===== config.mk =====
export PLATFORM = sky130hd
export DESIGN_NAME = control_store_loader
export DESIGN_NICKNAME = d
export VERILOG_FILES = /design/src/rtl/control_store_loader.sv
export SDC_FILE = /design/constraint.sdc
export NUM_CORES = 1
export LEC_CHECK = 0
export CAP_MARGIN = 20
export CORE_AREA = 2 2 79 81
export DETAILED_ROUTE_END_ITERATION = 7
export DIE_AREA = 0 0 81 83
export PLACE_DENSITY = 0.66
export REMOVE_ABC_BUFFERS = 1
export SLEW_MARGIN = 10
export SYNTH_ARGS = -nofsm -noshare
export SYNTH_HDL_FRONTEND = slang
export SYNTH_SLANG_ARGS = --single-unit

===== constraint.sdc =====
create_clock -name clk_i -period 1.7 [get_ports clk_i]
set_input_delay 0.34 -clock clk_i [delete_from_list [all_inputs] [get_ports clk_i]]
set_output_delay 0.34 -clock clk_i [all_outputs]
set_load 0.03 [all_outputs]

===== src/rtl/control_store_loader.sv =====
// control_store_loader
//   Writer side of the microcode writable control store (WCS). Receives a
//   byte stream over a valid/ready handshake and packs every BYTES bytes
//   (little-endian) into one DATA_W-bit microinstruction. Each word is
//   written to the WCS with a single-cycle strobe, at consecutive addresses
//   starting from a base captured on start. The address wraps modulo
//   2**ADDR_W.
//
// Optional feature (macro CS_LOADER_CHECKSUM_EN):
//   An 8-bit running sum of every data byte is kept. After the last write,
//   one extra byte is accepted and compared with that sum. A match finishes
//   the load normally; a mismatch raises error.
//
// Ports
//   clk_i        clock, all logic on the rising edge
//   rst_ni       synchronous reset, active low
//   start_i      one-cycle load request, only looked at while idle
//   base_addr_i  first WCS address, captured on start
//   count_i      words to load (0..2**ADDR_W), captured on start
//   in_data_i    stream byte
//   in_valid_i   stream byte valid
//   in_ready_o   loader accepts a byte this cycle
//   wr_en_o      WCS write strobe, one cycle per word
//   wr_addr_o    WCS write address
//   wr_data_o    WCS write data
//   busy_o       load in progress
//   done_o       one-cycle pulse on successful completion
//   error_o      sticky fault flag, cleared by the next accepted start
module control_store_loader #(
  parameter int ADDR_W = 6,
  parameter int DATA_W = 23
) (
  input  logic              clk_i,
  input  logic              rst_ni,
  input  logic              start_i,
  input  logic [ADDR_W-1:0] base_addr_i,
  input  logic [ADDR_W:0]   count_i,
  input  logic [7:0]        in_data_i,
  input  logic              in_valid_i,
  output logic              in_ready_o,
  output logic              wr_en_o,
  output logic [ADDR_W-1:0] wr_addr_o,
  output logic [DATA_W-1:0] wr_data_o,
  output logic              busy_o,
  output logic              done_o,
  output logic              error_o
);

  localparam int BYTES = (DATA_W + 7) / 8;
  localparam int IDX_W = (BYTES > 1) ? $clog2(BYTES) : 1;
  localparam logic [IDX_W-1:0] LAST_IDX = IDX_W'(BYTES - 1);
  // Largest legal word count is the full store depth.
  localparam logic [ADDR_W:0] MAX_CNT = {1'b1, {ADDR_W{1'b0}}};
  // Bits of the final byte that lie above the word's MSB and must be zero.
  localparam logic [7:0] TOP_MASK = 8'(8'hFF << (DATA_W - 8 * (BYTES - 1)));

  typedef enum logic [2:0] {
    S_IDLE  = 3'd0,
    S_RECV  = 3'd1,
    S_WRITE = 3'd2,
`ifdef CS_LOADER_CHECKSUM_EN
    S_CSUM  = 3'd3,
`endif
    S_DONE  = 3'd4,
    S_ERR   = 3'd5
  } state_e;

  state_e            state_q;
  logic              in_ready_q;
  logic              wr_en_q;
  logic [ADDR_W-1:0] wr_addr_q;
  logic [DATA_W-1:0] wr_data_q;
  logic              busy_q;
  logic              done_q;
  logic              error_q;
  logic [ADDR_W:0]   cnt_q;
  logic [IDX_W-1:0]  idx_q;
`ifdef CS_LOADER_CHECKSUM_EN
  logic [7:0]        sum_q;
`endif

  logic              byte_hs;
  logic [DATA_W-1:0] wr_data_d;

  // Any set bit above DATA_W-1 in the last byte of a word is a malformed word.
  function automatic logic top_bits_bad(input logic [7:0] b);
    return |(b & TOP_MASK);
  endfunction

  // Place a byte into lane idx of the word; bits shifted past DATA_W drop off.
  function automatic logic [DATA_W-1:0] insert_byte(input logic [DATA_W-1:0] word,
                                                    input logic [IDX_W-1:0]  idx,
                                                    input logic [7:0]        b);
    logic [DATA_W-1:0] mask;
    logic [DATA_W-1:0] ins;
    mask = DATA_W'(8'hFF) << {idx, 3'b000};
    ins  = DATA_W'(b) << {idx, 3'b000};
    return (word & ~mask) | (ins & mask);
  endfunction

  // Handshake detect and next packed word.
  always_comb begin
    byte_hs   = in_valid_i & in_ready_q;
    wr_data_d = insert_byte(wr_data_q, idx_q, in_data_i);
  end

  // Loader FSM with registered outputs.
  always_ff @(posedge clk_i) begin
    if (!rst_ni) begin
      state_q    <= S_IDLE;
      in_ready_q <= 1'b0;
      wr_en_q    <= 1'b0;
      wr_addr_q  <= '0;
      wr_data_q  <= '0;
      busy_q     <= 1'b0;
      done_q     <= 1'b0;
      error_q    <= 1'b0;
      cnt_q      <= '0;
      idx_q      <= '0;
`ifdef CS_LOADER_CHECKSUM_EN
      sum_q      <= 8'd0;
`endif
    end else begin
      // Strobes are single-cycle unless re-asserted below.
      wr_en_q <= 1'b0;
      done_q  <= 1'b0;
      case (state_q)
        S_IDLE: begin
          if (start_i) begin
            error_q   <= 1'b0;
            wr_addr_q <= base_addr_i;
            cnt_q     <= count_i;
            idx_q     <= '0;
`ifdef CS_LOADER_CHECKSUM_EN
            sum_q     <= 8'd0;
`endif
            if (count_i == '0) begin
              state_q <= S_DONE;
              done_q  <= 1'b1;
            end else if (count_i > MAX_CNT) begin
              state_q <= S_ERR;
              error_q <= 1'b1;
            end else begin
              state_q    <= S_RECV;
              busy_q     <= 1'b1;
              in_ready_q <= 1'b1;
            end
          end
        end
        S_RECV: begin
          if (byte_hs) begin
            wr_data_q <= wr_data_d;
`ifdef CS_LOADER_CHECKSUM_EN
            sum_q     <= sum_q + in_data_i;
`endif
            if (idx_q == LAST_IDX) begin
              idx_q      <= '0;
              in_ready_q <= 1'b0;
              if (top_bits_bad(in_data_i)) begin
                state_q <= S_ERR;
                error_q <= 1'b1;
                busy_q  <= 1'b0;
              end else begin
                state_q <= S_WRITE;
                wr_en_q <= 1'b1;
              end
            end else begin
              idx_q <= idx_q + IDX_W'(1);
            end
          end
        end
        S_WRITE: begin
          // Address and data were stable for the strobe; advance afterwards.
          wr_addr_q <= wr_addr_q + ADDR_W'(1);
          cnt_q     <= cnt_q - (ADDR_W + 1)'(1);
          if (cnt_q == (ADDR_W + 1)'(1)) begin
`ifdef CS_LOADER_CHECKSUM_EN
            state_q    <= S_CSUM;
            in_ready_q <= 1'b1;
`else
            state_q    <= S_DONE;
            done_q     <= 1'b1;
            busy_q     <= 1'b0;
`endif
          end else begin
            state_q    <= S_RECV;
            in_ready_q <= 1'b1;
          end
        end
`ifdef CS_LOADER_CHECKSUM_EN
        S_CSUM: begin
          if (byte_hs) begin
            in_ready_q <= 1'b0;
            busy_q     <= 1'b0;
            if (in_data_i == sum_q) begin
              state_q <= S_DONE;
              done_q  <= 1'b1;
            end else begin
              state_q <= S_ERR;
              error_q <= 1'b1;
            end
          end
        end
`endif
        S_DONE: begin
          state_q <= S_IDLE;
        end
        S_ERR: begin
          state_q <= S_IDLE;
        end
        default: begin
          state_q    <= S_IDLE;
          in_ready_q <= 1'b0;
          busy_q     <= 1'b0;
        end
      endcase
    end
  end

  assign in_ready_o = in_ready_q;
  assign wr_en_o    = wr_en_q;
  assign wr_addr_o  = wr_addr_q;
  assign wr_data_o  = wr_data_q;
  assign busy_o     = busy_q;
  assign done_o     = done_q;
  assign error_o    = error_q;

endmodule

Word-level counts from Yosys, hierarchy flattened
Index checks and enable logic that the tools add are counted.
Cells by class
  add/subtract/negate cells: 3
  multiply operators: 0
  div/mod/pow operators: 0
  $lt $le $gt $ge: 1
  eq/ne operators: 14
  shift-type cells: 2
  mux-type cells: 40
  bitwise gates (word level): 6
  reduce and logical (&&, ||, !) cells: 13
Operator list (number)
  $and A23 B23 Y23: 2
  $not A23 Y23: 1
  $or A23 B23 Y23: 1
  $shl A8 B5 Y23: 1
  $shl A8 B5 Y23 const A: 1
  $mux W3: 7
  $mux W1: 20
  $ne A2 B2 Y1 const B: 8
  $pmux W7 S2: 1
  $pmux W6 S2: 1
  $pmux W3 S3: 1
  $pmux W1 S4: 2
  $reduce_and A8 Y1: 1
  $eq A7 B1 Y1 const B: 1
  $gt A7 B7 Y1 const B: 1
  $logic_not A7 Y1: 1
  $mux W7: 1
  $reduce_and A7 Y1: 1
  $sub A7 B1 Y7 const B: 1
  $add A6 B1 Y6 const B: 1
  $eq A3 B3 Y1 const B: 2
  $mux W2: 3
  $mux W6: 1
  $reduce_and A3 Y1: 2
  14 further kinds: 17
Word-level totals
  register bits: 46
  bits in latches: 0
  RAM bits: 0
  bits in read-only memories: 0
  input port bits: 25
  output and inout bits: 34
  word-level logic and storage cells: 89
  memories kept: 0

Logic depth before layout (Yosys ltp)
Gate-level depths: netlist (run 1).
  word-level depth: 5
  mapped depth: 7
  gate-level depth less buffers: 7

Least setup slack after synthesis (run 1)
OpenSTA, ideal clock, no wires.
  kind: reg-to-reg
  start point: reg in_ready_q, in the netlist in_ready_o
  end point: reg in_ready_q, in the netlist in_ready_o
  setup time: 119 ps
  data arrival time: 1496 ps
  required time: 1581 ps
  slack: 84 ps
  stages on the path, launching flop included: 6
  path buffers: 0
  period minus slack after synthesis: 1616 ps
  path through: dfxtp_1 nand2_1 nor3b_2 o221ai_1 mux2i_1 nor2_1
On the way
  longest elaborated chain between the ends: 3
RTL lines
  from (decl): line 69  | logic in_ready_q;
  from (signal assigned): line 111  | in_ready_q <= 1'b0;
  from (signal assigned): line 146  | in_ready_q <= 1'b1;
  from (signal assigned): line 158  | in_ready_q <= 1'b0;
  $and A1 B1 Y1: line 103  | byte_hs = in_valid_i & in_ready_q;
  $ne A2 B2 Y1 (no source line)
  $reduce_and A7 Y1 (no source line)
Every way passes these cells.
A chain may end at the register's enable or synchronous reset.

==> results.sh, run 1 <==
export IMPL_outcome="finished, final reports clean"
export IMPL_synth_cells=254
export IMPL_core_area_sq_um=5820
export IMPL_max_stage_delay_ps=680
export IMPL_die_y_um=83
export IMPL_diodes=0
export IMPL_r2r_end="wr_addr_o[5]"
export IMPL_powerDensity_nw_per_um2=731
export IMPL_root_buffer="clkbuf_8"
export IMPL_finalNetCount=369
export IMPL_async_flop_share=0
export IMPL_io_buffers=58
export IMPL_fin_worst_skew_ps=4.50
export IMPL_crit_fanout=2
export IMPL_dieArea_sq_um=6720
export IMPL_worstPathArrival_ps=1320
export IMPL_cts_buffers=5
export IMPL_drt_vias_per_instance=5.18
export IMPL_drcViolationCount=0
export IMPL_worst_pin_slew_ps=500
export IMPL_worst_path_max_delay_cell="clkdlybuf4s50_1"
export IMPL_grt_setup_unrepaired="no"
export IMPL_slew_violations=0
export IMPL_hold_class="register to register"
export IMPL_fmax_ghz=0.601
export IMPL_synth_xor_area_frac=0.00388
export IMPL_syn_area_sq_um=2260
export IMPL_synth_mux_area_frac=0.0754
export IMPL_grt_ovfl_total=0
export IMPL_fill_cells=562
export IMPL_ys_ff_latch=46
export IMPL_htree_num_levels=2
export IMPL_detailroute_via_count=2161
export IMPL_reg2reg_depth=5
export IMPL_drive_gt1_frac=0.170
export IMPL_leakagePower_nw=1.49
export IMPL_max_vdd_ir_drop_uv=368
export IMPL_synth_top_family_by_area="simple AND/OR/NAND/NOR gates"
export IMPL_yosys_area_share_simple=0.272
export IMPL_synth_fa_ha_area_frac=0.0166
export IMPL_ys_flop_type="dfxtp_1"
export IMPL_seq_area_sq_um=923
export IMPL_postRouteAntennaNets=0
export IMPL_antenna_found_initial=0
export IMPL_crit_path_end="wr_data_o[20]"
export IMPL_clock_latency_ps=300
export IMPL_drtPass1Iterations=4
export IMPL_dieWidth_um=81
export IMPL_final_area_sq_um=3270
export IMPL_cts_buffer_depth=2
export IMPL_critPathLaunchType="register"
export IMPL_yosysUniqueCellTypes=52
export IMPL_wl_per_cell_um=14.4
export IMPL_layout_commonest_cell="dfxtp_1"
export IMPL_crit_cells=1
export IMPL_yosys_warnings=0
export IMPL_cp_top_family="buffers and inverters"
export IMPL_synth_compound_area_frac=0.184
export IMPL_gr_usage_all_layers=0.187
export IMPL_synth_seq_area_share=0.408
export IMPL_synthToLayoutAreaGrowth_pct=45.0
export IMPL_rows=28
export IMPL_grt_max_degree=27
export IMPL_holdWs_ps=466
export IMPL_cts_hold_buffers=0
export IMPL_syn_avg_cell_area_sq_um=8.88
export IMPL_grt_pass1_vias=2084
export IMPL_finalCritPeriodShare=0.978
export IMPL_placed_area_sq_um=3150
export IMPL_setup_tns_final_ps=0
export IMPL_post_cts_buffers=0
export IMPL_final_setup_viol_count=0
export IMPL_place_hpwl_um=4370
export IMPL_worstPathCellList="clkdlybuf4s50_1"
export IMPL_ff2ff_setup_slack_ps=120
export IMPL_drt_iter0_drc=211
export IMPL_clock_sink_count=46
export IMPL_initial_core_util=0.388
export IMPL_routabilityCongestion=0.919
export IMPL_synth_edf_count=0
export IMPL_clkTransAtPathRegs_ps=90
export IMPL_rr_startpoint="state_q[1]"
export IMPL_layout_min_cycle_time_ps=1660
export IMPL_grt_first_pass_wirelength_um=9980
export IMPL_final_cell_mix="dfxtp_1 (44), clkdlybuf4s50_1 (37), buf_4 (34)"
export IMPL_hold_viol_final=0
export IMPL_slew_limit_headroom=0.665
export IMPL_crit_buf_inv=1
export IMPL_worstPathRequired_ps=1360
export IMPL_io_pin_count=59
export IMPL_power_total_mw=2.39
export IMPL_maxCapViolations=0
export IMPL_critPathKind="register to output pin"
export IMPL_endpoint_kind="output pin"
export IMPL_wl_um=5990
export IMPL_tritoncts="yes"
export IMPL_multi_input_area_sq_um=1260
[through the flow]
step / cells / setup slack, ps / utilization
after CTS: 417 / 6.55 / 0.555
after floorplan: 240 / -503 / -
final: 417 / 37.1 / 0.562
after global routing: 417 / 1.10 / 0.562
after detailed placement: 409 / -348 / 0.542
after global placement: 409 / -327 / 0.542
[worst min-delay path by stage]
stage                      end  slack [ps]  cells past startpoint
detailed placement    register         450                      2
global route          register         490                      2
finish                register         470                      2
CTS                   register         460                      2
floorplan           state_q[1]         420                      1
global placement      register         450                      2
[tightest hold or removal path, stage by stage, from the launching register on]
cell and delay [ps]:
dfxtp_1 320, nand2_1 50, a21boi_1 50
[repair_timing]
item / CTS / global route
endpoints found under the setup margin: 8 / 27
pin swaps: 4 / 2
resized for setup: 11 / 15
endpoints found under the hold margin: 0 / 0
[synth_stat cells (2+ instances only)]
| master | instances | area, sq um |
|---|---|---|
| o22ai_1 | 2 | 12.5 |
| and3_1 | 3 | 18.8 |
| nand4_1 | 2 | 12.5 |
| buf_2 | 6 | 30.0 |
| a21oi_1 | 17 | 85.1 |
| ha_1 | 3 | 37.5 |
| mux2i_1 | 17 | 170 |
| o21ai_0 | 7 | 35.0 |
| nor3_1 | 5 | 25.0 |
| nor3b_1 | 4 | 30.0 |
| a21boi_0 | 5 | 37.5 |
| a211oi_1 | 2 | 15.0 |
| o211a_1 | 3 | 30.0 |
| o211ai_1 | 3 | 22.5 |
| nand2_1 | 24 | 90.1 |
| a21boi_1 | 5 | 37.5 |
| buf_4 | 2 | 15.0 |
| nand3_1 | 15 | 75.1 |
| and2_1 | 5 | 31.3 |
| o221ai_1 | 2 | 17.5 |
| dfxtp_1 | 46 | 921 |
| o21ai_1 | 3 | 15.0 |
| nor2b_1 | 19 | 119 |
| nor2_1 | 17 | 63.8 |
| nor3b_2 | 3 | 37.5 |
| inv_1 | 4 | 15.0 |
| clkbuf_1 | 5 | 18.8 |
[area by class of cell]
type,count,share of cell area
sequential,46,0.282
clock buffer,6,0.0222
tap,75,0.0287
inverter,4,0.00459
multi-input combinational,190,0.385
timing repair buffer,94,0.273
clock inverter,2,0.00421
[report_power, final]
group	switching (mW)	internal, mW	total, mW
registers	0.0562	1.13	1.18
logic	0.277	0.267	0.543
clock network	0.375	0.291	0.666
total	0.708	1.68	2.39
[kinds of logic after synthesis]
logic type / count (synthesis)
and+or+nand+nor: 109
AOI/OAI and AO/OA: 60
DFF: 46
buffers and inverters: 18
muxes: 17
adders and majority gates: 3
xor gates and xnor gates: 1
[per-layer routing]
metal,track usage,share of wire
met1,0.252,0.46
met2,0.303,0.48
met5,0,0
met4,0.0493,0.010
met3,0.0359,0.049
No activity file was read; power rests on OpenSTA's default activity.
==> inputs of run 2 (changes only) <==
ABC_AREA = 1   (was unset)
CAP_MARGIN = unset   (was 20)
CORE_AREA = 2 2 78 80   (was 2 2 79 81)
DIE_AREA = 0 0 80 82   (was 0 0 81 83)
PLACE_DENSITY = 0.68   (was 0.66)
==> results.sh, run 2 <==
export IMPL_place_hpwl_um=4160
export IMPL_worstPathRequired_ps=1360
export IMPL_wl_per_cell_um=12.3
export IMPL_ys_flop_type="dfxtp_1"
export IMPL_combinationalPowerShare=0.342
export IMPL_io_pin_count=59
export IMPL_layout_commonest_cell="nand2_1"
export IMPL_yosysUniqueCellTypes=29
export IMPL_worstPathArrival_ps=1310
export IMPL_grt_first_pass_wirelength_um=9320
export IMPL_swShare=0.353
export IMPL_root_buffer="clkbuf_8"
export IMPL_rows=28
export IMPL_leakagePower_nw=1.47
export IMPL_detailroute_via_count=2186
export IMPL_grt_max_degree=23
export IMPL_cts_buffer_depth=2
export IMPL_finalNetCount=412
export IMPL_placedCellCount=452
export IMPL_drt_vias_per_instance=4.76
export IMPL_netlist_top_cell_by_area="dfxtp_1"
export IMPL_switchingPower_mw=1.14
export IMPL_synth_top_area_frac=0.416
export IMPL_final_area_sq_um=3070
export IMPL_io_buffers=58
export IMPL_maxCapViolations=0
export IMPL_async_flop_share=0
export IMPL_clock_sink_count=46
export IMPL_cts_buffers=5
export IMPL_finalCritPeriodShare=0.973
export IMPL_synth_cells=315
export IMPL_clock_latency_ps=290
export IMPL_worstPathCellList="clkdlybuf4s50_1"
export IMPL_diodes=0
export IMPL_fill_cells=584
export IMPL_synthTopCellsByCount="nand2_1 (58), nor2_1 (57), dfxtp_1 (46)"
export IMPL_clkTransAtPathRegs_ps=80
export IMPL_worst_path_max_delay_cell="clkdlybuf4s50_1"
export IMPL_core_area_sq_um=5750
export IMPL_syn_area_sq_um=2210
export IMPL_slew_limit_headroom=0.649
export IMPL_critPathKind="register to output pin"
export IMPL_worst_pin_slew_ps=526
export IMPL_seqPwrFrac=0.399
export IMPL_grt_ovfl_total=0
export IMPL_routabilityCongestion=0.863
export IMPL_synth_edf_count=0
export IMPL_tritoncts="yes"
export IMPL_max_stage_delay_ps=670
export IMPL_hold_class="register to register"
export IMPL_antenna_found_initial=0
export IMPL_fin_worst_skew_ps=4.64
export IMPL_fmax_ghz=0.605
export IMPL_endpoint_kind="output pin"
export IMPL_layout_min_cycle_time_ps=1650
export IMPL_slew_violations=0
export IMPL_die_y_um=82
export IMPL_crit_fanout=2
export IMPL_max_vdd_ir_drop_uv=583
export IMPL_placed_area_sq_um=2940
export IMPL_critPathLaunchType="register"
export IMPL_powerDensity_nw_per_um2=1050
export IMPL_cts_hold_buffers=0
export IMPL_crit_buf_inv=1
export IMPL_syn_avg_cell_area_sq_um=7.03
export IMPL_yosys_warnings=0
export IMPL_final_cell_mix="nand2_1 (58), nor2_1 (57), dfxtp_1 (46)"
export IMPL_postRouteAntennaNets=0
export IMPL_outcome="finished, final reports clean"
export IMPL_gr_usage_all_layers=0.179
export IMPL_utilization=0.534
export IMPL_dieArea_sq_um=6560
export IMPL_intPower_mw=2.09
export IMPL_synthToLayoutAreaGrowth_pct=38.7
export IMPL_synth_seq_area_share=0.416
export IMPL_drt_iter0_drc=88
export IMPL_grt_pass1_vias=2064
export IMPL_post_cts_buffers=0
export IMPL_synthTopCellsByArea="dfxtp_1 (42%), nand2_1 (9.8%), nor2_1 (9.7%)"
export IMPL_dieWidth_um=80
export IMPL_hold_viol_final=0
export IMPL_ys_ff_latch=46
export IMPL_drtPass1Iterations=4
export IMPL_clkPwrFrac=0.258
export IMPL_final_setup_viol_count=0
export IMPL_yosysMostFrequentCell="nand2_1"
export IMPL_rr_startpoint="state_q[2]"
export IMPL_wl_um=5630
export IMPL_instances_no_fill=459
export IMPL_drcViolationCount=0
export IMPL_initial_core_util=0.385
export IMPL_drive_gt1_frac=0.0859
export IMPL_grt_setup_unrepaired="no"
export IMPL_cp_top_family="buffers and inverters"
export IMPL_htree_num_levels=2
==> run 2: changes by cell type in the layout (fill, tap and decap cells not counted), sizes merged, moves of 8 or more <==
| cell | delta |
|---|---|
| a21boi | -10 |
| nand2 | +34 |
| inv | +34 |
| mux2i | -17 |
| nor2 | +46 |
| a21oi | +8 |
| o21ai | +27 |
| nor2b | -19 |
| buf | -24 |
==> run 2: final timing paths <==
check	to	slack (ps)	cells after the start
setup / recovery	wr_data_o[14]	50	1
hold / removal	register	440	2
setup reg to reg	cnt_q[2]	130	6
hold reg to reg	register	440	2
==> run 2: metrics by stage <==
step / power, mW / setup WS, ps / TNS [ps] / hold WS (ps)
after CTS: 3.26 / 17.3 / 0 / 450
after floorplan: 2.03 / 308 / 0 / 419
final: 3.23 / 46.4 / 0 / 445
after detailed placement: 2.44 / -17.5 / -33.8 / 437
after global placement: 2.42 / 46.0 / 0 / 434
after global routing: 3.44 / 5.39 / 0 / 467
==> run 2: what timing repair did <==
item | in CTS | in global routing
gates resized for setup | 7 | 11
setup endpoints to repair | 7 | 11
gates cloned | 0 | 0
==> run 2: cell families after synthesis <==
family	share of synthesized area
flip-flops	0.416
adder cells (fa/ha/maj)	0.0170
buffers and inverters	0.0882
XOR/XNOR	0.00792
AND/OR/NAND/NOR	0.307
AO/OA/AOI/OAI	0.164
==> run 2: final cells by class <==
type | count | area, sq um | area share
tap | 75 | 93.8 | 0.0306
timing repair buffer | 70 | 702 | 0.229
inverter | 38 | 143 | 0.0465
multi-input combinational | 223 | 1100 | 0.358
sequential | 46 | 921 | 0.300
clock inverter | 1 | 30.0 | 0.00978
clock buffer | 6 | 82.6 | 0.0269
==> run 2: metal layers <==
layer  GRT usage  routed length (um)  vias to the layer above
li1            -                   -                     1154
met1       0.215                2530                      974
met2       0.304                2570                       53
met3      0.0637                 473                        5
met4      0.0508                  57                        0
met5           0                   0                        -
==> run 2: power groups by stage <==
stage	combinational [mW]	sequential [mW]	clock [mW]
3_5_place_dp	1.12	1.32	0
6_report	1.11	1.29	0.833
5_1_grt	1.23	1.31	0.902
4_1_cts	1.11	1.29	0.858
3_3_place_gp	1.11	1.31	0
2_1_floorplan	0.589	1.44	0
